File: src/rtl/serial_subtractor_if.sv
// rtl/serial_subtractor_if.sv - start/busy/done operand and result bundle for serial_subtractor
interface serial_subtractor_if #(
  parameter int WIDTH = 8
);
  logic             start;
  logic [WIDTH-1:0] a;
  logic [WIDTH-1:0] b;
  logic             busy;
  logic             done;
  logic [WIDTH-1:0] diff;
  logic             borrow;
  logic             overflow;

  modport master (output start, a, b, input busy, done, diff, borrow, overflow);
  modport slave  (input start, a, b, output busy, done, diff, borrow, overflow);
endinterface

File: src/rtl/serial_subtractor.sv
// rtl/serial_subtractor.sv - LSB-first bit-serial subtractor; SERIAL_SUB_OVERFLOW_EN adds the signed overflow flag
module serial_subtractor #(
  parameter int WIDTH = 8
) (
  input  logic               clk,
  input  logic               rst_n,
  serial_subtractor_if.slave bus
);
  localparam int CW = $clog2(WIDTH + 1);

  typedef enum logic [1:0] {S_IDLE, S_SHIFT, S_DONE} state_t;

  state_t           r_state;
  state_t           w_state_next;
  logic [WIDTH-1:0] r_a_sr;
  logic [WIDTH-1:0] r_b_sr;
  logic [WIDTH-1:0] r_res;
  logic [WIDTH-1:0] r_diff;
  logic [CW-1:0]    r_cnt;
  logic             r_br;
  logic             r_busy;
  logic             r_done;
  logic             r_borrow;

  logic [WIDTH-1:0] w_res_next;
  logic             w_a0;
  logic             w_b0;
  logic             w_d;
  logic             w_br_next;
  logic             w_last;
  logic             w_accept;

  always_ff @(posedge clk) begin
    if (!rst_n) begin
      r_state <= S_IDLE;
    end else begin
      r_state <= w_state_next;
    end
  end

  always_comb begin
    w_accept     = 1'b0;
    w_state_next = r_state;
    w_a0         = r_a_sr[0];
    w_b0         = r_b_sr[0];
    // full subtractor as two cascaded half-subtract stages
    w_d          = w_a0 ^ w_b0 ^ r_br;
    w_br_next    = (~w_a0 & w_b0) | (~(w_a0 ^ w_b0) & r_br);
    w_res_next   = r_res >> 1;
    w_res_next[WIDTH-1] = w_d;
    w_last       = (r_cnt == CW'(WIDTH - 1));
    case (r_state)
      S_IDLE: begin
        if (bus.start) begin
          w_accept     = 1'b1;
          w_state_next = S_SHIFT;
        end
      end
      S_SHIFT: begin
        if (w_last) begin
          w_state_next = S_DONE;
        end
      end
      S_DONE:  w_state_next = S_IDLE;
      default: w_state_next = S_IDLE;
    endcase
  end

  always_ff @(posedge clk) begin
    if (!rst_n) begin
      r_a_sr   <= '0;
      r_b_sr   <= '0;
      r_res    <= '0;
      r_diff   <= '0;
      r_cnt    <= '0;
      r_br     <= 1'b0;
      r_busy   <= 1'b0;
      r_done   <= 1'b0;
      r_borrow <= 1'b0;
    end else begin
      r_busy <= (w_state_next == S_SHIFT);
      r_done <= (w_state_next == S_DONE);
      if (w_accept) begin
        r_a_sr <= bus.a;
        r_b_sr <= bus.b;
        r_br   <= 1'b0;
        r_cnt  <= '0;
      end else if (r_state == S_SHIFT) begin
        r_a_sr <= r_a_sr >> 1;
        r_b_sr <= r_b_sr >> 1;
        r_br   <= w_br_next;
        r_res  <= w_res_next;
        r_cnt  <= r_cnt + 1'b1;
        // final bit lands straight in the visible result on entry to DONE
        if (w_last) begin
          r_diff   <= w_res_next;
          r_borrow <= w_br_next;
        end
      end
    end
  end

  assign bus.busy   = r_busy;
  assign bus.done   = r_done;
  assign bus.diff   = r_diff;
  assign bus.borrow = r_borrow;

`ifdef SERIAL_SUB_OVERFLOW_EN
  logic r_a_sign;
  logic r_b_sign;
  logic r_overflow;

  always_ff @(posedge clk) begin
    if (!rst_n) begin
      r_a_sign   <= 1'b0;
      r_b_sign   <= 1'b0;
      r_overflow <= 1'b0;
    end else begin
      if (w_accept) begin
        r_a_sign <= bus.a[WIDTH-1];
        r_b_sign <= bus.b[WIDTH-1];
      end
      if ((r_state == S_SHIFT) && w_last) begin
        r_overflow <= (r_a_sign != r_b_sign) && (w_res_next[WIDTH-1] != r_a_sign);
      end
    end
  end

  assign bus.overflow = r_overflow;
`else
  assign bus.overflow = 1'b0;
`endif
endmodule

File: src/flat_wrapper.sv
// flat-port wrapper written by rule: the top's interface ports become plain ports
module serial_subtractor_flat 
#(
  parameter int WIDTH = 8
)
  (clk, rst_n, bus_start, bus_a, bus_b, bus_busy, bus_done, bus_diff, bus_borrow, bus_overflow);
  serial_subtractor_if #(.WIDTH(WIDTH)) bus_i ();
  input  logic clk;
  input  logic rst_n;
  input wire logic [$bits(bus_i.start)-1:0] bus_start;
  input wire logic [$bits(bus_i.a)-1:0] bus_a;
  input wire logic [$bits(bus_i.b)-1:0] bus_b;
  output wire logic [$bits(bus_i.busy)-1:0] bus_busy;
  output wire logic [$bits(bus_i.done)-1:0] bus_done;
  output wire logic [$bits(bus_i.diff)-1:0] bus_diff;
  output wire logic [$bits(bus_i.borrow)-1:0] bus_borrow;
  output wire logic [$bits(bus_i.overflow)-1:0] bus_overflow;
  assign bus_i.start = bus_start;
  assign bus_i.a = bus_a;
  assign bus_i.b = bus_b;
  assign bus_busy = bus_i.busy;
  assign bus_done = bus_i.done;
  assign bus_diff = bus_i.diff;
  assign bus_borrow = bus_i.borrow;
  assign bus_overflow = bus_i.overflow;
  serial_subtractor #(.WIDTH(WIDTH)) u_core (.clk(clk), .rst_n(rst_n), .bus(bus_i));
endmodule
File: config.mk
export PLATFORM = sky130hd
export DESIGN_NAME = serial_subtractor_flat
export DESIGN_NICKNAME = d
export VERILOG_FILES = /design/src/rtl/serial_subtractor_if.sv /design/src/rtl/serial_subtractor.sv /design/src/flat_wrapper.sv
export SDC_FILE = /design/constraint.sdc
export NUM_CORES = 1
export LEC_CHECK = 0
export ABC_AREA = 0
export CORE_MARGIN = 8
export CORE_UTILIZATION = 30
export CTS_BUF_LIST = sky130_fd_sc_hd__clkbuf_8
export DETAILED_ROUTE_END_ITERATION = 10
export PLACE_DENSITY = 0.6
export SYNTH_ARGS = -nofsm -noshare
export SYNTH_HDL_FRONTEND = slang
export SYNTH_SLANG_ARGS = --single-unit
File: constraint.sdc
create_clock -name clk -period 1.23 [get_ports clk]
set_input_delay 0.369 -clock clk [delete_from_list [all_inputs] [get_ports clk]]
set_output_delay 0.369 -clock clk [all_outputs]
set_load 0.01 [all_outputs]
==> reports/results.tsv <==
stage	metric	value	unit
flow_run	MaxCap Viol Count	0	
cells_and_area	Layout Cells excl Fill	309	
die	core area	5440	sq um
power_and_ir_drop	PwrDens	1240	nW/um^2
routing	DRT Pass-1 Iters	4	
cells_and_area	fillcell total	544	
yosys	main combinational cell family by area after synthesis	compound AO/OA/AOI/OAI gates	
yosys	YS warnings	0	
power_and_ir_drop	P_sw	0.636	mW
yosys	post-synth cell types	28	
global_routing	largest net degree at the start of global routing	47	
placement	PortBufs	29	
routing	vias after detailed routing	1414	
cells_and_area	nets	258	
cts	worst skew pair latency	0.29	ns
yosys	synthesized instance count	198	
global_routing	first-pass GRT wire length	6490	um
yosys	post-synthesis adder-cell area fraction	1.95	%
timing	RSZ-0062 raised after global routing	true	
worst_hold_path	Hold Path Class	register to register	
worst_setup_path	CP required	1.44	ns
global_routing	GRT Total Usage	9.65	%
yosys	synth top area cells	dfxtp_1 (49%), nand2_1 (11%), a21oi_1 (9.0%), mux2i_1 (5.4%), o21ai_0 (4.5%)	
worst_setup_path	cell chain of the critical path	ha_4 -> nand3b_1 -> nor2_2 -> buf_6 -> mux2i_1	
cts	clock buffer depth	2	
cells_and_area	Antenna Cells	0	
timing	Pins Over Slew Limit	0	
die	Top Ports	31	
yosys	register area share after synthesis	49.1	%
die	die width	90.6	um
yosys	mux cell area share after synthesis	5.39	%
yosys	mapped cell area	1670	sq um
yosys	area leader, netlist	dfxtp_1	
power_and_ir_drop	sequential power share	51.2	%
timing	final setup vio count	0	
yosys	Mapped Nets	219	
die	Initial Util	30.7	%
cts	CTS sink cnt	41	
power_and_ir_drop	VDD IR max	0.628	mV
routing	vias per std cell	4.58	
timing	Final Cycle Share	98.2	%
global_routing	grt total ovfl	0	
cts	CTS H-Tree Depth	2	
die	die area	8210	sq um
worst_hold_path	Hold Path Depth	2	
cts	CTS tree	yes	
routing	drt wl/cell	12.2	um
timing	final setup margin	0.0225	ns
die	Cell Rows	27	
cts	Reg clk slew, reported paths	0.07	ns
worst_setup_path	Worst Path Max Fanout	6	
placement	placed insts	296	
timing	minimum clock period	1.21	ns
power_and_ir_drop	leak pwr	0.832	nW
cells_and_area	Synth-to-Final Area Change	34.6	%
routing	DRC violations left	0	
routing	initial DRC count	86	
timing	Max Freq	828	MHz
die	Die Y	90.6	um
worst_setup_path	CP arrival	1.42	ns
yosys	Post-Synth XOR/XNOR Area	1.05	%
routing	routed wire length	3770	um
yosys	count of state elements after synthesis	41	
global_routing	vias in the first global route	1384	
yosys	syn avg cell area	8.44	sq um
cells_and_area	share of layout cells above drive strength 1	23.2	%
routing	Post-DRT Antenna Nets	0	
power_and_ir_drop	Int Power	2.15	mW
cts	CTS Buf Count	5	
yosys	Simple-Gate Fraction of Synth Area	18.1	%
placement	pre-CTS setup slack	-0.489	ns
placement	detailed placement HPWL	2330	um
run_status	status	completed	
timing	Hold Vio Cnt, Final	0	
worst_setup_path	crit path kind	register to register	
worst_setup_path	Critical Path End Type	register	
cts	hold-fix buffers at CTS	0	
worst_setup_path	Worst path max stage delay	0.36	ns
worst_setup_path	Worst setup SP type	register	
timing	clock skew	0.00555	ns
yosys	Compound-Gate Fraction of Synth Area	19.0	%
worst_setup_path	R2R depth	5	
power_and_ir_drop	Clk pwr share	36.7	%
cts	root buffer cell	clkbuf_8	
yosys	share of the synthesized area in the top cell type	49.1	%
placement	RePlAce Congestion	0.715	
global_routing	initial antenna violation count	0	
power_and_ir_drop	Sw Ratio	22.8	%
power_and_ir_drop	Comb pwr share	12.1	%
worst_setup_path	CP max stage cell	dfxtp_2	
area by class of cell:
cell class / count / area [sq um] / area share, %
Multi-Input combinational cell: 140 / 810 / 36.0
Timing Repair Buffer: 46 / 395 / 17.6
Sequential cell: 41 / 838 / 37.3
Inverter: 3 / 11.3 / 0.501
Clock buffer: 5 / 68.8 / 3.06
Clock inverter: 2 / 35.0 / 1.56
Tap cell: 72 / 90.1 / 4.01
kinds of logic (layout without fill, tap and decap cells):
family / count (synthesis) / after routing
flip-flops: 41 / 41
multiplexers: 9 / 9
XOR/XNOR: 2 / 2
other: 1 / 1
AO/OA/AOI/OAI: 57 / 57
adder cells (fa/ha/maj): 2 / 2
buffers and inverters: 18 / 56
AND/OR/NAND/NOR: 68 / 69
flip-flops by register name, summed over array words and instances (netlist names):
name / flops
u_core.r_cnt: 4
u_core.r_br: 1
u_core.r_res: 7
u_core.bus.busy: 1
u_core.r_state: 2
u_core.r_b_sr: 8
u_core.bus.diff: 8
u_core.r_a_sr: 8
u_core.bus.borrow: 1
u_core.bus.done: 1
critical path, delay by kind of cell (launching register included):
| kind | cells | cell delay [ns] |
|---|---|---|
| AND/OR/NAND/NOR | 2 | 0.28 |
| adder cells (fa/ha/maj) | 1 | 0.13 |
| buffers and inverters | 1 | 0.17 |
| multiplexers | 1 | 0.19 |
| flip-flops | 1 | 0.36 |
power groups by stage:
stage          clock network (mW)  registers [mW]  logic [mW]
2_1_floorplan                   0            1.45       0.196
3_3_place_gp                    0            1.45       0.322
3_5_place_dp                    0            1.45       0.323
4_1_cts                      1.06            1.43       0.341
5_1_grt                      1.12            1.44       0.380
6_report                     1.02            1.43       0.337
cell usage after synthesis (all sizes together):
cell,n
buf,11
nand2,49
clkbuf,4
xor2,1
or3b,1
dfxtp,41
nand3b,2
nand2b,3
a21oi,30
o21ba,1
fa,1
mux2i,9
nand3,3
o21ai,15
o211a,1
o22ai,2
nor2,3
inv,3
nor3b,1
and2,2
a21boi,8
or3,1
xnor2,1
nor2b,3
conb,1
ha,1
path summary, 6_finish.rpt:
check                                     from                               to  slack [ns]
setup reg to reg  u_core.r_cnt[1]$_SDFFE_PP0N_  u_core.bus.diff[7]$_SDFFE_PN0P_        0.02
hold reg to reg   u_core.r_res[1]$_SDFFE_PN0P_  u_core.bus.diff[0]$_SDFFE_PN0P_        0.45
hold / removal    u_core.r_res[1]$_SDFFE_PN0P_  u_core.bus.diff[0]$_SDFFE_PN0P_        0.45
setup / recovery  u_core.r_cnt[1]$_SDFFE_PP0N_  u_core.bus.diff[7]$_SDFFE_PN0P_        0.02
what timing repair did:
item | CTS | global route
pin swaps | 2 | 2
setup buffers | 3 | 0
gates resized for setup | 55 | 15
endpoints found under the setup margin | 43 | 34
gates cloned | 3 | 0
metrics by stage:
stage / hold WS [ns] / utilization, % / power (mW) / area [sq um] / setup TNS, ns
2_1_floorplan: 0.430 / - / 1.64 / 1670 / 0
3_3_place_gp: 0.438 / 38.3 / 1.78 / 2080 / -11.68
3_5_place_dp: 0.444 / 38.3 / 1.78 / 2080 / -12.08
4_1_cts: 0.457 / 42.0 / 2.83 / 2280 / -0.00140
5_1_grt: 0.468 / 41.3 / 2.93 / 2250 / -0.358
6_report: 0.452 / 41.3 / 2.79 / 2250 / 0
routing by layer:
metal / up-vias / part of all wire, % / global-route usage [%]
met2: 25 / 48 / 15.2
met1: 647 / 46 / 11.6
met3: 4 / 4.2 / 2.99
li1: 738 / - / -
met4: 0 / 1.5 / 4.72
met5: - / 0 / 0
layout by cell type (no fill, tap or decap), types with 2 or more instances in the layout:
master           synthesis  layout
nand2b_1                 3       2
nand3b_1                 2       2
clkbuf_8                 0       5
clkbuf_2                 0       2
buf_6                    0       4
inv_1                    3       3
clkdlybuf4s50_1          0      17
mux2i_1                  9       9
nor2b_1                  3       3
a21oi_1                 30      30
o21ai_0                 15      14
dfxtp_1                 41      29
buf_4                    2      12
dfxtp_2                  0      11
or3b_4                   0       2
nand3_1                  3       3
o22ai_1                  2       2
and2_1                   2       2
nor2_1                   3       2
a21boi_0                 8       8
nand2_1                 49      48
buf_2                    8       8
Power figures use the tool's default switching activity.
==> RTL change (same flow settings) <==
Encoding of `state_t`: now one-hot (3 bits for 3 states).
--- a/src/rtl/serial_subtractor.sv
+++ b/src/rtl/serial_subtractor.sv
@@ -9,5 +9,5 @@
   localparam int CW = $clog2(WIDTH + 1);
 
-  typedef enum logic [1:0] {S_IDLE, S_SHIFT, S_DONE} state_t;
+  typedef enum logic [2:0] {S_IDLE = 3'b001, S_SHIFT = 3'b010, S_DONE = 3'b100} state_t;
 
   state_t           r_state;
Behaviour: same outputs for any inputs over 10 cycles, from zero or initial values and one cycle with rst_n low; not proved beyond that.
==> RTL change against the unedited design <==
The flow now finishes with violations (negative setup slack). Total power is essentially flat. Wire length rose by 9.5%. Design area grew 15%. Sequential cell count increased by 1. Via count increased by 4.4%. Synthesized area increased by 1.1%. Worst setup slack got worse by 0.17 ns. Critical path type unchanged. Critical endpoint is now u_core.bus.diff[3]. Largest cell class is now multi-input combinational cells. Largest power group unchanged.
==> RTL change: results (changes against the unedited design) <==
Syn avg cell area: 8.98 sq um (+6.5%)
Setup TNS: -3.42 ns (-3.42 ns)
Crit-path max cell delay: 0.44 ns (+0.08 ns)
Failing checks: negative setup slack
P_comb: 0.421 mW (+25%)
Finish-stage setup viols: 39 (+39)
DR vias/cell: 4.72 (+3.1%)
Clk Latency, worst-skew pair: 0.29 ns (about the same)
Pin count of the biggest net entering global routing: 17 (-64%)
Most instantiated cells after synthesis: nand2_1 (47), dfxtp_1 (42), clkbuf_1 (11), o221ai_1 (11), nand3_1 (10)
Cell variety after synth: 32 (+14%)
Synth area leaders: dfxtp_1 (50%), nand2_1 (10%), o221ai_1 (5.7%)
Non-clk invs: 3 (unchanged)
Dpl cells: 296 (unchanged)
DRT iter0 DRCs: 36 (-58%)
HPWL Detailed: 2.69 mm (+15%)
VDD IR max: 559 uV (-11%)
DP Area: 0.00222 sq mm (+6.7%)
Setup Fix Bufs, Post-CTS: 2 (-1)
Vias: 1476 (+4.4%)
PostCTS Resize Cnt: 74 (+35%)
Clock buffers: 6 (+1)
Syn Nets: 209 (-4.6%)
Sequential Area: 856 sq um (+2.1%)
Outcome: complete, but fails checks
Sequential area share after synthesis: 49.8% (+0.64 points)
Core footprint: 0.00547 sq mm (+0.62%)
CP arrival: 1.60 ns (+0.18 ns)
Multi-input logic area: 942 sq um (+16%)
Slowest CP cell: or3b_4
Clock network power: 0.927 mW (-9%)
Share of post-route cells with drive strength above 1: 39.0% (+16 points)
Buffering overhead: 22.7% (+5.1 points)
First-pass GRT wire length: 7.03 mm (+8.3%)
Leak: 0.926 nW (+11%)
Crit Path Max Fanout: 13 (+7)
Int Power: 2.10 mW (-2.7%)
Global Route Usage Sum: 10.1% (+0.44 points)
Final WL: 4.13 mm (+9.5%)
Psw: 0.693 mW (+9.0%)
Multi-input combinational area share: 36.5% (+0.53 points)
Flops & latches, synth: 42 (+2.4%)
Multi-input gates: 129 (-7.9%)
Final setup skew: 0.00485 ns (-0.000702 ns)
Final setup margin: -0.152 ns (-0.174 ns)
Nets: 261 (+1.2%)
Post-Place Worst Slack: -0.401 ns (+0.0876 ns)
Clock buf/inv share: 3.69% (-0.93 points)
Filler cell count: 544 (unchanged)
Hold_ws: 0.454 ns (+0.00227 ns)
Placer congestion estimate: 0.729 (+2.0%)
IO buf count: 29 (unchanged)
Crit-path leading delay family: simple AND/OR/NAND/NOR gates
Number of non-clock buffers: 59 (+28%)
-- RTL change: path summary, 6_finish.rpt --
path	end	depth (start not counted)	start
max	u_core.bus.diff[3]	4	u_core.r_state[2]
min	u_core.bus.diff[2]	2	u_core.bus.diff[2]
max reg2reg	u_core.bus.diff[3]	4	u_core.r_state[2]
min reg2reg	u_core.bus.diff[2]	2	u_core.bus.diff[2]
-- RTL change: cells by family (layout without fill, tap and decap cells) --
family	count (synthesis)	count (layout)	synth area share [%]
other	1	1	0.222
buffers and inverters	18	70	5.18
multiplexers	9	9	5.33
AO/OA/AOI/OAI	33	33	14.0
XOR/XNOR	1	1	0.519
adder cells (fa/ha/maj)	2	2	1.93
AND/OR/NAND/NOR	82	83	23.0
flip-flops	42	42	49.8
-- RTL change: metal layers --
layer	track usage [%]	wire, microns
met4	3.27	49
met3	3.95	261
met1	11.5	1810
met5	0	0
met2	16.9	2010
